$ cat config.mk
export PLATFORM = sky130hd
export DESIGN_NAME = meas_osc_array
export DESIGN_NICKNAME = d
export VERILOG_FILES = /design/src/rtl/meas_osc_array.sv
export SDC_FILE = /design/constraint.sdc
export NUM_CORES = 1
export LEC_CHECK = 0
export ABC_CLOCK_PERIOD_IN_PS = 7500
export BUFFER_PORTS_ARGS = -buffer_cell sky130_fd_sc_hd__buf_2
export CAP_MARGIN = 20
export CORE_UTILIZATION = 35
export CTS_CLUSTER_SIZE = 10
export DETAILED_ROUTE_END_ITERATION = 8
export PLACE_DENSITY = 0.5
export SLEW_MARGIN = 40
export SYNTH_ARGS = -nofsm -noshare
export SYNTH_HDL_FRONTEND = slang
export SYNTH_SLANG_ARGS = --single-unit
$ cat constraint.sdc
create_clock -name I_clk -period 7.5 [get_ports I_clk]
set_input_delay 0 -clock I_clk [delete_from_list [all_inputs] [get_ports I_clk]]
set_output_delay 0 -clock I_clk [all_outputs]
set_load 0.02 [all_outputs]
$ cat src/rtl/meas_osc_array.sv
// Multi-channel ring-oscillator frequency meter: counts synchronized rising edges per channel over a window.
// Optional pairwise response comparators are built when MEAS_OSC_CMP_EN is defined.
module meas_osc_array #(
   parameter int C_NCH    = 8,
   parameter int C_DWIDTH = 24,
   parameter int C_WWIDTH = 20
) (
   input  logic                        I_clk,
   input  logic                        I_rst,
   input  logic [C_NCH-1:0]            I_osc,
   input  logic                        I_start,
   input  logic [C_WWIDTH-1:0]         I_win_len,
   input  logic                        I_ack,
   output logic                        O_busy,
   output logic                        O_valid,
   output logic [C_NCH*C_DWIDTH-1:0]   O_data,
   output logic [C_NCH-1:0]            O_ovf,
   output logic [C_NCH-2:0]            O_resp
);

   typedef enum logic [1:0] {S_IDLE, S_COUNT, S_DONE} state_t;

   state_t                    state;
   logic [C_NCH-1:0]          sync1, sync2, hist, edge_det;
   logic [C_DWIDTH-1:0]       cnt     [C_NCH];
   logic [C_DWIDTH-1:0]       cnt_nxt [C_NCH];
   logic [C_NCH-1:0]          ovf_w, ovf_nxt;
   logic [C_NCH*C_DWIDTH-1:0] data_nxt;
   logic [C_WWIDTH-1:0]       win_cnt;
   logic                      finish;

   always_ff @(posedge I_clk) begin
      if (I_rst) begin
         sync1 <= '0;
         sync2 <= '0;
         hist  <= '0;
      end else begin
         sync1 <= I_osc;
         sync2 <= sync1;
         hist  <= sync2;
      end
   end

   assign edge_det = sync2 & ~hist;

   // Last window cycle; a zero-length window also lands here after one pass with counting suppressed.
   assign finish = (state == S_COUNT) && (win_cnt[C_WWIDTH-1:1] == '0);

   always_comb begin
      data_nxt = '0;
      ovf_nxt  = ovf_w;
      for (int unsigned i = 0; i < C_NCH; i++) begin
         cnt_nxt[i] = cnt[i];
         if (edge_det[i] && (win_cnt != '0)) begin
            if (cnt[i] == '1)
               ovf_nxt[i] = 1'b1;
            else
               cnt_nxt[i] = cnt[i] + C_DWIDTH'(1);
         end
         data_nxt[i*C_DWIDTH +: C_DWIDTH] = cnt_nxt[i];
      end
   end

   always_ff @(posedge I_clk) begin
      if (I_rst) begin
         state   <= S_IDLE;
         O_busy  <= 1'b0;
         O_valid <= 1'b0;
         O_data  <= '0;
         O_ovf   <= '0;
         win_cnt <= '0;
         ovf_w   <= '0;
         for (int unsigned i = 0; i < C_NCH; i++) cnt[i] <= '0;
      end else begin
         case (state)
            S_IDLE: begin
               if (I_start) begin
                  for (int unsigned i = 0; i < C_NCH; i++) cnt[i] <= '0;
                  ovf_w   <= '0;
                  win_cnt <= I_win_len;
                  state   <= S_COUNT;
               end
            end
            S_COUNT: begin
               for (int unsigned i = 0; i < C_NCH; i++) cnt[i] <= cnt_nxt[i];
               ovf_w  <= ovf_nxt;
               O_busy <= !finish;
               if (finish) begin
                  win_cnt <= '0;
                  O_data  <= data_nxt;
                  O_ovf   <= ovf_nxt;
                  O_valid <= 1'b1;
                  state   <= S_DONE;
               end else begin
                  win_cnt <= win_cnt - C_WWIDTH'(1);
               end
            end
            S_DONE: begin
               if (I_ack) begin
                  O_valid <= 1'b0;
                  state   <= S_IDLE;
               end
            end
            default: state <= S_IDLE;
         endcase
      end
   end

`ifdef MEAS_OSC_CMP_EN
   logic [C_NCH-2:0] resp_nxt;

   always_comb begin
      resp_nxt = '0;
      for (int unsigned i = 0; i < C_NCH - 1; i++)
         resp_nxt[i] = (cnt_nxt[i] > cnt_nxt[i+1]) && !ovf_nxt[i] && !ovf_nxt[i+1];
   end

   always_ff @(posedge I_clk) begin
      if (I_rst)
         O_resp <= '0;
      else if (finish)
         O_resp <= resp_nxt;
   end
`else
   assign O_resp = '0;
`endif

endmodule
Word level (Yosys, flattened, before mapping)
Memory sizes are Yosys's and may differ from the RTL's.
Cells that the tools add are included.
{"block": "word_totals", "mem_count": 1, "ff_bits": 256, "out_inout_bits": 209, "word_cells": 139, "input_bits": 32, "ram_bits": 192}
{"block": "op_classes", "addsub": 9, "n_reduce_logical": 19, "eq_ne": 13, "n_bitwise": 18, "muxes": 69}
{"name": "cnt", "words": 8, "word_bits": 24, "read_ports": 8, "rd_clocked_by_memory_dff": 0, "wr": 8, "line": "25", "text": "logic [C_DWIDTH-1:0] cnt [C_NCH];"}
{"cell": "$mux 24", "count": 32}
{"cell": "$add 24x1->24 const B", "count": 8}
{"cell": "$eq 24x24->1 const B", "count": 8}
{"cell": "$mux 20", "count": 2}
{"cell": "$pmux 20 s2", "count": 1}
{"cell": "$mux 1", "count": 27}
{"cell": "$reduce_bool 20->1", "count": 1}
{"cell": "$sub 20x1->20 const B", "count": 1}
{"cell": "$logic_not 19->1", "count": 1}
{"cell": "$or 1x1->1", "count": 16}
{"cell": "$pmux 8 s2", "count": 1}
{"cell": "$logic_and 1x1->1", "count": 9}
{"cell": "$and 8x8->8", "count": 1}
{"cell": "$mux 8", "count": 1}
{"cell": "$not 8->8", "count": 1}
{"cell": "$mux 2", "count": 3}
{"cell": "$ne 2x2->1 const B", "count": 3}
{"cell": "$pmux 2 s3", "count": 1}
{"cell": "$reduce_and 3->1", "count": 2}
{"cell": "$reduce_and 2->1", "count": 2}
{"cell": "$reduce_bool 2->1", "count": 2}
{"cell": "$eq 2x1->1 const B", "count": 1}
{"cell": "$eq 2x2->1 const B", "count": 1}
{"cell": "$logic_not 2->1", "count": 1}
{"cell": "2 further kinds", "count": 2}

Depth between registers and ports, before layout
{"block": "logic_depth", "word_depth": 6, "depth_mapped": 10}

Worst setup path before layout
OpenSTA, ideal clock, no wires.
{"block": "synth_timing", "kind": "register -> register", "startpoint": "reg state[1]", "endpoint": "mem cnt[1][0] (netlist: cnt[0][24]) (enable)", "period_less_slack_ps": 3332, "arrival_time_ps": 2591, "n_path_buf": 3, "path_slack_ps": 4168, "path_stages_with_launch": 6, "setup_ps": 740, "required_time_ps": 6760, "path_cell_list": "dfxtp_1 > nand2b_1 > clkbuf_1 > buf_1 > buf_1 > nand2_1"}
{"element": "from (decl)", "line": "23", "text": "state_t state;"}
{"element": "from (signal assigned)", "line": "66", "text": "state <= S_IDLE;"}
{"element": "from (signal assigned)", "line": "81", "text": "state <= S_COUNT;"}
{"element": "from (signal assigned)", "line": "93", "text": "state <= S_DONE;"}
{"element": "to (decl)", "line": "25"}

==> impl_metrics.csv <==
group,metric,value,unit
global_routing,track_usage,0.1889,
routing,dr.pass1.iters,5,
power,p_int,0.004214,W
place,portBuffers,233,
cts,tritoncts,"done",
power,p_sw_frac,0.2626,
routing,vias,17000,
power,irDropWorstVdd,0.1661,mV
timing,fin_tns_setup,0,ns
worst_setup_path,critical_path_required,7.82,ns
synthesis,yosysMostFrequentCell,"nor2_1",
routing,first_iter_violations,1134,
routing,route.detailed.drc,0,
timing,min_period,3.404,ns
synthesis,async_flop_share,0,
timing,max_clock_freq,293.7,MHz
floorplanning,io_pins,241,
worst_setup_path,path_max_fanout,23,
timing,worst_pin_slew,0.8847,ns
timing,finalCritPeriodShare,0.4539,
synthesis,synthDistinctLibCells,64,
final_layout,final_area,0.02432,sq mm
place,dp_hpwl,37720,um
power,clkPwrFrac,0.415,
global_routing,grt_start_max_net_pins,110,
timing,final-hold-violation-count,0,
cts,cts_setup_buffers,0,
global_routing,grt_pass1_wl,91150,um
job,maxCapViolCount,0,
cts,insertion_delay,0.60,ns
power,pwr-share-seq,0.489,
floorplanning,fp.dieArea,0.05979,sq mm
timing,setup_violations,0,
place,placed_cell_area,0.02240,sq mm
synthesis,synth_ff_type,"dfxtp_1",
cts,htree_levels,2,
worst_setup_path,cp_slowest_cell,"or4b_1",
cts,clk_pin_slew,0.06,ns
place,gp_congestion,0.8417,
synthesis,synth_top_area_share,0.2723,
power,p_switching,0.001501,W
synthesis,ys_ff_latch,448,
synthesis,avgSynthCellArea,9.399,sq um
final_layout,fillers,5835,
synthesis,synthCells,2190,
synthesis,synthTopCellsByArea,"dfxtp_1 (27%), edfxtp_1 (25%), nor2_1 (8.3%)",
cts,numCtsBuffers,52,
worst_setup_path,critPathArrivalTime,3.72,ns
timing,drv_slew,0,
routing,wire_per_inst,17.99,um
synthesis,yosys_warnings,0,
timing,fin_skew,0.02001,ns
hold_path,hold_class,"primary input to register",
worst_setup_path,critPathMaxStageDelay,0.90,ns
global_routing,antenna_found_initial,4,
power,power.density,235.0,mW/mm^2
power,leakagePower,8.641,nW
worst_setup_path,critical_path.top_delay_family,"simple AND/OR/NAND/NOR gates",
floorplanning,die_h,244.5,um
floorplanning,die_w,244.5,um
routing,vias_per_cell,5.327,
final_layout,area_growth,18.14,%
synthesis,synth_edf_count,168,
cts,cts_buffer_depth,3,
outcome,status,"complete, no violations",
final_layout,nets,2423,
synthesis,syn_area,0.02058,sq mm
synthesis,synth_common_cells,"nor2_1 (457), dfxtp_1 (280), a211oi_1 (196), edfxtp_1 (168), xor2_1 (141)",
power,power.total,0.005716,W
synthesis,yosys.area.top_type,"dfxtp_1",
worst_setup_path,critPathBufInv,0,
global_routing,grt_pass1_vias,16340,
routing,drtAntennaViolNets,0,
worst_setup_path,crit_chain,"or4_1 > or4b_1 > o21ai_4 > nor2_1 > xnor2_1 > nor2_1",
final_layout,drive_above_1_share,0.1453,
worst_setup_path,endpoint_kind,"register",
timing,slew_headroom,0.4102,
worst_setup_path,startpoint_type,"register",
synthesis,ys_seq_area_frac,0.5174,
timing,grt_setup_unrepaired,"no",
power,pwr-share-comb,0.097,
floorplanning,core_area,0.05792,sq mm
floorplanning,rows,88,
cts,clock_sinks,448,
cts,root_buffer,"clkbuf_16",
worst_setup_path,path_common_cell,"nor2_1",
floorplanning,initial_core_util,0.3554,
worst_setup_path,criticalPathCategory,"register to register",
global_routing,gr-total-overflow,0,
routing,wirelength,57410,um
-- final timing paths --
kind | start | cells past startpoint | to | slack [ns]
hold reg to reg | sync1[7]$_SDFF_PP0_ | 1 | sync2[7]$_SDFF_PP0_ | 0.44
hold / removal | I_rst | 2 | O_data[16]$_SDFFE_PP0P_ | 0.1
setup / recovery | win_cnt[4]$_SDFFE_PP0P_ | 6 | cnt[0][48]$_SDFFCE_PN0P_ | 4.10
setup reg to reg | win_cnt[4]$_SDFFE_PP0P_ | 6 | cnt[0][48]$_SDFFCE_PN0P_ | 4.10
-- cell type report --
type                            count  area, sq um  area share
Sequential cell                   448        10650      0.4380
Multi-Input combinational cell   1576         9400      0.3866
Timing Repair Buffer              285         1673     0.06879
Clock buffer                       94         1541     0.06339
Tap cell                          765        957.2     0.03936
Inverter                           18        67.56    0.002778
Clock inverter                      2        21.27   0.0008747
Antenna cell                        3        7.507   0.0003087
-- sequential cells by signal, summed over array words and instances, names as in the netlist --
register,count
O_ovf,8
O_data,192
cnt,192
O_valid,1
O_busy,1
hist,8
ovf_w,8
sync2,8
state,2
sync1,8
win_cnt,20
-- routing by layer --
| metal | track usage | up-vias | wire length, um |
|---|---|---|---|
| li1 | - | 8263 | - |
| met1 | 0.2597 | 8271 | 26760 |
| met2 | 0.3054 | 383 | 26730 |
| met3 | 0.03248 | 76 | 2683 |
| met4 | 0.04908 | 4 | 1213 |
| met5 | 0 | - | 23 |
-- worst reg2reg max path: stages (launching register included) --
cell,delay (ns)
dfxtp_1,0.38
or4_1,0.69
or4b_1,0.90
o21ai_4,0.67
nor2_1,0.19
xnor2_1,0.24
nor2_1,0.07
-- cells in the final DEF, fill, tap and decap left out, types with 4 or more instances in the layout --
| cell | netlist | routed |
|---|---|---|
| nor3_1 | 72 | 70 |
| conb_1 | 1 | 7 |
| clkbuf_1 | 119 | 36 |
| and2_1 | 11 | 11 |
| ha_1 | 10 | 10 |
| buf_6 | 0 | 4 |
| clkbuf_16 | 0 | 54 |
| dlygate4sd3_1 | 0 | 29 |
| nor4_1 | 26 | 23 |
| nor2_1 | 457 | 455 |
| nand2b_1 | 10 | 9 |
| a21oi_1 | 24 | 20 |
| o21ai_0 | 21 | 21 |
| mux2i_1 | 10 | 10 |
| nand4_1 | 100 | 100 |
| and4_1 | 28 | 28 |
| xor2_1 | 141 | 141 |
| a211oi_1 | 196 | 196 |
| inv_1 | 18 | 18 |
| and3_1 | 47 | 47 |
| a31oi_1 | 22 | 22 |
| or2_2 | 4 | 4 |
| buf_4 | 8 | 18 |
| o41ai_1 | 4 | 4 |
| nand3_1 | 117 | 117 |
| clkbuf_8 | 0 | 5 |
| or4_1 | 10 | 10 |
| nor2b_1 | 30 | 29 |
| xnor2_1 | 60 | 60 |
| buf_2 | 20 | 232 |
| edfxtp_1 | 168 | 168 |
| a22oi_1 | 6 | 6 |
| nand2_1 | 96 | 92 |
| dfxtp_1 | 280 | 280 |
| or3_1 | 13 | 13 |
-- timing repair --
item / in CTS / in global routing
resized for setup: 0 / 0
hold buffers: 29 / 0
endpoints found under the hold margin: 30 / 0
-- power by group through the flow --
stage	Clock (W)	Sequential (W)	Combinational (W)
after floorplan	0	0.00285	0.000327
after global placement	0	0.00284	0.000531
after detailed placement	0	0.00284	0.000544
after CTS	0.00244	0.00279	0.000558
after global routing	0.00254	0.00281	0.000612
final	0.00237	0.00279	0.000552
-- cells by family after synthesis --
logic type,after synthesis,synth area share
AO/OA/AOI/OAI,311,0.1087
XOR/XNOR,201,0.08552
adder cells (fa/ha/maj),10,0.006078
buffers and inverters,172,0.03410
flip-flops,448,0.5174
multiplexers,10,0.004863
other,1,0.0001822
AND/OR/NAND/NOR,1037,0.2432
-- stage by stage --
| step | setup slack [ns] | cells | hold WS [ns] | utilization |
|---|---|---|---|---|
| 2_1_floorplan | 4.168 | 2196 | 0.1282 | - |
| 3_3_place_gp | 3.379 | 3061 | 0.2222 | 0.3853 |
| 3_5_place_dp | 3.955 | 3062 | 0.2201 | 0.3867 |
| 4_1_cts | 3.939 | 3187 | 0.08497 | 0.4187 |
| 5_1_grt | 3.774 | 3190 | 0.1558 | 0.4199 |
| 6_report | 4.096 | 3191 | 0.09541 | 0.4199 |
(Power assumes the default switching activity.)
